$ cat src/rtl/pa_pkg.sv
// Shared instruction-format definitions for the encoder and the CPU decoder.
// Field positions, opcode set, immediate range and encoder FSM states.
package pa_pkg;

  typedef enum logic [3:0] {
    OpAdd  = 4'd0,
    OpSub  = 4'd1,
    OpAnd  = 4'd2,
    OpOr   = 4'd3,
    OpXor  = 4'd4,
    OpShl  = 4'd5,
    OpShr  = 4'd6,
    OpAddi = 4'd7,
    OpLd   = 4'd8,
    OpSt   = 4'd9,
    OpBeq  = 4'd10,
    OpJmp  = 4'd11
  } opcode_e;

  localparam int unsigned NUM_OPCODES = 12;

  localparam int unsigned OFFSET_MSB = 31;
  localparam int unsigned OFFSET_LSB = 19;
  localparam int unsigned RA_MSB     = 18;
  localparam int unsigned RA_LSB     = 14;
  localparam int unsigned RB_MSB     = 13;
  localparam int unsigned RB_LSB     = 9;
  localparam int unsigned RD_MSB     = 8;
  localparam int unsigned RD_LSB     = 4;
  localparam int unsigned OPCODE_MSB = 3;
  localparam int unsigned OPCODE_LSB = 0;

  localparam int IMM_MIN = -4096;
  localparam int IMM_MAX = 4095;

  typedef enum logic [1:0] {
    StIdle  = 2'd0,
    StRun   = 2'd1,
    StFlush = 2'd2,
    StDone  = 2'd3
  } enc_state_e;

  function automatic logic [31:0] encode_instr(input logic [3:0]  opcode,
                                               input logic [4:0]  rd,
                                               input logic [4:0]  ra,
                                               input logic [4:0]  rb,
                                               input logic [12:0] offset);
    logic [31:0] w;
    w = '0;
    w[OFFSET_MSB:OFFSET_LSB] = offset;
    w[RA_MSB:RA_LSB]         = ra;
    w[RB_MSB:RB_LSB]         = rb;
    w[RD_MSB:RD_LSB]         = rd;
    w[OPCODE_MSB:OPCODE_LSB] = opcode;
    return w;
  endfunction

  function automatic logic imm_fits(input logic [31:0] imm);
    return ($signed(imm) >= IMM_MIN) && ($signed(imm) <= IMM_MAX);
  endfunction

endpackage

$ cat src/rtl/pa_sync_fifo.sv
// Single-clock FIFO with synchronous active-high reset; Depth must be a power of two.
// Push when full and pop when empty are ignored.
module pa_sync_fifo #(
  parameter int unsigned Width = 32,
  parameter int unsigned Depth = 4
) (
  input  logic             clk_i,
  input  logic             rst_i,
  input  logic             push_i,
  input  logic [Width-1:0] wdata_i,
  input  logic             pop_i,
  output logic [Width-1:0] rdata_o,
  output logic             full_o,
  output logic             empty_o
);

  localparam int unsigned PtrW = $clog2(Depth);

  logic [Width-1:0] mem_q [Depth];
  logic [PtrW-1:0]  wr_ptr_q, rd_ptr_q;
  logic [PtrW:0]    count_q;
  logic             push_en, pop_en;

  assign full_o  = (count_q == (PtrW + 1)'(Depth));
  assign empty_o = (count_q == '0);
  assign push_en = push_i && !full_o;
  assign pop_en  = pop_i && !empty_o;
  assign rdata_o = mem_q[rd_ptr_q];

  always_ff @(posedge clk_i) begin
    if (rst_i) begin
      wr_ptr_q <= '0;
      rd_ptr_q <= '0;
      count_q  <= '0;
    end else begin
      if (push_en) wr_ptr_q <= wr_ptr_q + 1'b1;
      if (pop_en)  rd_ptr_q <= rd_ptr_q + 1'b1;
      unique case ({push_en, pop_en})
        2'b10:   count_q <= count_q + 1'b1;
        2'b01:   count_q <= count_q - 1'b1;
        default: count_q <= count_q;
      endcase
    end
  end

  always_ff @(posedge clk_i) begin
    if (push_en) mem_q[wr_ptr_q] <= wdata_i;
  end

endmodule

$ cat src/rtl/pa_instr_encoder.sv
// Packs instruction fields into decoder-format words and streams them to instruction memory.
// Define PA_ENC_IMM_CHECK_EN to drop instructions whose immediate does not fit in 13 bits.
module pa_instr_encoder
  import pa_pkg::*;
#(
  parameter int unsigned FIFO_DEPTH = 4,
  parameter int unsigned ADDR_W     = 10
) (
  input  logic              clk_i,
  input  logic              rst_i,
  input  logic              start_i,
  input  logic [ADDR_W-1:0] base_addr_i,
  input  logic              in_valid_i,
  output logic              in_ready_o,
  input  logic              in_last_i,
  input  logic [3:0]        opcode_i,
  input  logic [4:0]        rd_i,
  input  logic [4:0]        ra_i,
  input  logic [4:0]        rb_i,
  input  logic [31:0]       imm_i,
  output logic              imem_we_o,
  input  logic              imem_ready_i,
  output logic [ADDR_W-1:0] imem_addr_o,
  output logic [31:0]       imem_wdata_o,
  output logic              busy_o,
  output logic              done_o,
  output logic              err_o,
  output logic [7:0]        err_cnt_o
);

  enc_state_e        state_q;
  logic [ADDR_W-1:0] addr_q;
  logic              err_q;
  logic [7:0]        err_cnt_q;

  logic        fifo_full, fifo_empty;
  logic        accept, push, pop, drop;
  logic        opcode_ok, imm_ok, instr_ok;
  logic [31:0] enc_word;

  assign opcode_ok = (32'(opcode_i) < NUM_OPCODES);

`ifdef PA_ENC_IMM_CHECK_EN
  assign imm_ok = imm_fits(imm_i);
`else
  // Upper immediate bits are discarded by truncation; OR-ing them in keeps them consumed.
  assign imm_ok = 1'b1 | (^imm_i[31:13]);
`endif

  assign instr_ok  = opcode_ok && imm_ok;
  assign in_ready_o = (state_q == StRun) && !fifo_full;
  assign accept    = in_valid_i && in_ready_o;
  assign push      = accept && instr_ok;
  assign drop      = accept && !instr_ok;
  assign imem_we_o = !fifo_empty && ((state_q == StRun) || (state_q == StFlush));
  assign pop       = imem_we_o && imem_ready_i;
  assign enc_word  = encode_instr(opcode_i, rd_i, ra_i, rb_i, imm_i[12:0]);

  pa_sync_fifo #(
    .Width(32),
    .Depth(FIFO_DEPTH)
  ) u_fifo (
    .clk_i  (clk_i),
    .rst_i  (rst_i),
    .push_i (push),
    .wdata_i(enc_word),
    .pop_i  (pop),
    .rdata_o(imem_wdata_o),
    .full_o (fifo_full),
    .empty_o(fifo_empty)
  );

  always_ff @(posedge clk_i) begin
    if (rst_i) begin
      state_q   <= StIdle;
      addr_q    <= '0;
      err_q     <= 1'b0;
      err_cnt_q <= '0;
    end else begin
      unique case (state_q)
        StIdle: begin
          if (start_i) begin
            state_q   <= StRun;
            addr_q    <= base_addr_i;
            err_q     <= 1'b0;
            err_cnt_q <= '0;
          end
        end
        StRun:   if (accept && in_last_i) state_q <= StFlush;
        StFlush: if (fifo_empty) state_q <= StDone;
        StDone:  state_q <= StIdle;
        default: state_q <= StIdle;
      endcase
      // Pops and drops only happen in RUN/FLUSH, so they never collide with the start load.
      if (pop) addr_q <= addr_q + 1'b1;
      if (drop) begin
        err_q <= 1'b1;
        if (err_cnt_q != 8'hFF) err_cnt_q <= err_cnt_q + 1'b1;
      end
    end
  end

  assign imem_addr_o = addr_q;
  assign busy_o      = (state_q == StRun) || (state_q == StFlush);
  assign done_o      = (state_q == StDone);
  assign err_o       = err_q;
  assign err_cnt_o   = err_cnt_q;

endmodule

$ cat config.mk
export PLATFORM = sky130hd
export DESIGN_NAME = pa_instr_encoder
export DESIGN_NICKNAME = d
export VERILOG_FILES = /design/src/rtl/pa_pkg.sv /design/src/rtl/pa_sync_fifo.sv /design/src/rtl/pa_instr_encoder.sv
export SDC_FILE = /design/constraint.sdc
export NUM_CORES = 1
export LEC_CHECK = 0
export CORE_MARGIN = 3
export CORE_UTILIZATION = 40
export DETAILED_ROUTE_END_ITERATION = 12
export GPL_TIMING_DRIVEN = 0
export PLACE_DENSITY_LB_ADDON = 0.1
export SYNTH_ARGS = -nofsm -noshare
export SYNTH_HDL_FRONTEND = slang
export SYNTH_SLANG_ARGS = --single-unit
$ cat constraint.sdc
create_clock -name clk_i -period 5.3 [get_ports clk_i]
set_input_delay 0.795 -clock clk_i [delete_from_list [all_inputs] [get_ports clk_i]]
set_output_delay 0.795 -clock clk_i [all_outputs]
set_load 0.03 [all_outputs]
==> flow_metrics.py <==
metrics = {
    "power": {
        "irDropWorstVdd_v": 0.000272,
        "p_leak_nw": 2.66,
        "netSwitchingFraction_pct": 27.2,
        "p_int_mw": 2.46,
        "p_total_mw": 3.38,
        "p_seq_share_pct": 43.3,
        "pwr-share-clk_pct": 36.9,
        "p_switching_mw": 0.919,
        "p_per_area_mw_per_mm2": 409,
        "combPwrFrac_pct": 19.8,
    },
    "worst_setup_path": {
        "slowest_delay_ns": 0.63,
        "arrival_ns": 2.61,
        "cp_slowest_cell": "clkdlybuf4s50_1",
        "critPathLaunchType": "register",
        "critPathMaxFanout": 10,
        "path_class": "register to primary output",
        "critical_path.endpoint_type": "primary output",
        "rr_startpoint": "state_q[0]",
        "rr_worst_depth": 10,
        "crit_chain": "clkbuf_1 > buf_2 > mux4_2 > clkdlybuf4s50_1",
        "required_ns": 4.51,
    },
    "hold_path": {
        "hold_path_class": "register to register",
        "min_from": "err_o",
        "hold_depth": 2,
    },
    "yosys": {
        "syn_nets": 440,
        "synth_ff_type": "edfxtp_1",
        "synth_compound_area_share_pct": 5.85,
        "yosysSeqAreaShare_pct": 71.0,
        "ys_top_cells_by_count": "128 x edfxtp_1, 32 x mux4_2, 30 x dfxtp_1, 13 x a21oi_1, 13 x nor2_1",
        "synthXorXnorAreaFrac_pct": 0.839,
        "synthArstFlopShare_pct": 0,
        "synth_top_family_by_area": "multiplexers",
        "syn_avg_cell_area_um2": 17.4,
        "yosysWarnings": 0,
        "yosys.area.top_type_share_pct": 61.4,
        "synth-simple-area-share_pct": 6.35,
        "yosysMostFrequentCell": "edfxtp_1",
        "synth_cell_types": 48,
        "synth_fa_ha_area_share_pct": 2.52,
        "synth_seq_cells": 158,
        "syn_inst": 361,
        "muxShareOfSynthArea_pct": 11.8,
        "ys_top_cells_by_area": "edfxtp_1 61%, mux4_2 12%, dfxtp_1 9.6%",
        "syn_area_mm2": 0.00626,
        "synth_edf_count": 128,
        "synth.largest_area_cell": "edfxtp_1",
    },
    "sta": {
        "relSlewSlack_pct": 54.2,
        "fin_setup_tns_ns": 0,
        "fin_crit_ns": 3.40,
        "fin_crit_sh_pct": 64.2,
        "fin_skew_ns": 0.00779,
        "finalHoldViolCount": 0,
        "fmax_mhz": 294,
        "setup_violations": 0,
        "whs_ns": 0.462,
        "finalMaxSlewViolations": 0,
        "grt_setup_unrepaired": "false",
        "worstMarginPinSlew_ns": 0.687,
    },
    "clock_network": {
        "clk_path_buf_depth": 2,
        "tritoncts": "built",
        "hold_buffers": 0,
        "clkTransAtPathRegs_ns": 0.06,
        "clkLatencyLatePin_ns": 0.42,
        "cts_buffers": 17,
        "ctsRootBufferMaster": "clkbuf_16",
        "h-tree-depth": 4,
        "post_cts_buffers": 0,
        "cts_resized": 0,
        "clock_sinks": 158,
    },
    "cells_and_area": {
        "area_growth_pct": 31.7,
        "fin_nets": 565,
        "drive_above_1_share_pct": 16.6,
        "antenna_cells": 0,
    },
    "flow_run": {
        "cap_violations": 0,
    },
    "placed_design": {
        "port_buffers": 102,
        "hpwl_um": 8170,
        "gp_congestion": 0.817,
    },
    "global_routing": {
        "grt-ovfl-total": 0,
        "grt_usage_pct": 15.1,
        "antenna_found_initial": 0,
        "grt_pass1_vias": 3691,
        "grt_pass1_wl_um": 20100,
        "grt_max_degree": 26,
    },
    "status": {
        "status": "finished clean",
    },
    "floorplan": {
        "row_count": 45,
        "core_mm2": 0.0153,
        "io_pins": 122,
        "die_area_mm2": 0.0172,
        "start_util_pct": 41.0,
        "die_h_um": 131,
        "die_x_um": 131,
    },
    "detailed_routing": {
        "drt_iter0_drc": 205,
        "vias": 3613,
        "via_per_inst": 5.09,
        "drt_wl_total_um": 12500,
        "first_pass_iters": 4,
        "ant_nets": 0,
        "drcViolationCount": 0,
        "avgRoutedWirePerCell_um": 17.6,
    },
}
area by class of cell:
type / instances / area (um2)
Fill cell: 1273 / 7010
Timing Repair Buffer: 106 / 1110
Clock buffer: 18 / 429
Clock inverter: 14 / 180
Sequential cell: 158 / 4440
Buffer: 14 / 61.3
Tap cell: 211 / 264
Inverter: 11 / 41.3
Multi-Input combinational cell: 178 / 1720
registers in the layout, summed over array words and instances, names as in the netlist, named ones only:
| name | flops |
|---|---|
| u_fifo.mem_q | 128 |
| imem_addr_o | 10 |
| err_cnt_o | 8 |
| u_fifo.count_q | 3 |
| state_q | 2 |
| u_fifo.rd_ptr_q | 2 |
| u_fifo.wr_ptr_q | 2 |
| err_o | 1 |
final timing paths:
path	slack [ns]	to
worst min-delay path	0.46	err_o
worst min register to register	0.46	err_o
worst max register to register	2.80	u_fifo.count_q[2]
worst max-delay path	1.90	imem_wdata_o[9]
worst max-delay path: cells and delay by family, from the launching register on:
kind / cells / cell delay (ns)
buffers and inverters: 3 / 1.32
muxes: 1 / 0.57
DFF: 1 / 0.30
layout by cell type (no fill, tap or decap), types with 4 or more instances in the layout:
cell type,instances
buf_2,4
nand3_1,12
nand2_1,12
mux4_2,32
dfxtp_1,30
inv_1,10
and2_2,4
xor2_1,4
o21ai_0,11
clkbuf_16,17
o211ai_1,5
inv_6,4
ha_1,11
clkdlybuf4s50_1,102
nor2_1,13
or3_1,4
a311oi_1,4
clkinvlp_4,4
clkbuf_1,7
a31oi_1,6
a21oi_1,13
nand4_1,5
edfxtp_1,128
metrics by stage:
step | utilization [%] | setup slack, ns | std cells | instance area (um2)
2_1_floorplan | - | 2.79 | 361 | 6260
3_3_place_gp | 49.5 | 1.47 | 674 | 7550
3_5_place_dp | 50.1 | 2.20 | 678 | 7640
4_1_cts | 54.1 | 1.83 | 710 | 8250
5_1_grt | 54.1 | 1.71 | 710 | 8250
6_report | 54.1 | 1.90 | 710 | 8250
layer usage:
metal / up-vias / wire, um / track usage (%)
met5: - / 0 / 0
met4: 0 / 153 / 5.43
met3: 13 / 696 / 4.86
met2: 107 / 6210 / 24.8
met1: 1787 / 5430 / 18.8
li1: 1706 / - / -
power by group through the flow:
stage,clock network (mW),logic (mW),registers [mW]
final,1.25,0.668,1.46
after global routing,1.33,0.719,1.47
after CTS,1.28,0.677,1.46
after detailed placement,0,0.673,1.49
after global placement,0,0.655,1.49
after floorplan,0,0.375,1.52
cell families (layout without fill, tap and decap cells):
| logic type | after synthesis | in the layout |
|---|---|---|
| fa+ha+maj | 12 | 12 |
| compound gates | 54 | 54 |
| flops | 158 | 158 |
| buf+inv | 25 | 163 |
| simple gates | 72 | 72 |
| xor+xnor | 6 | 6 |
| mux | 34 | 34 |
Note: power is estimated with default switching activity, not from simulation.
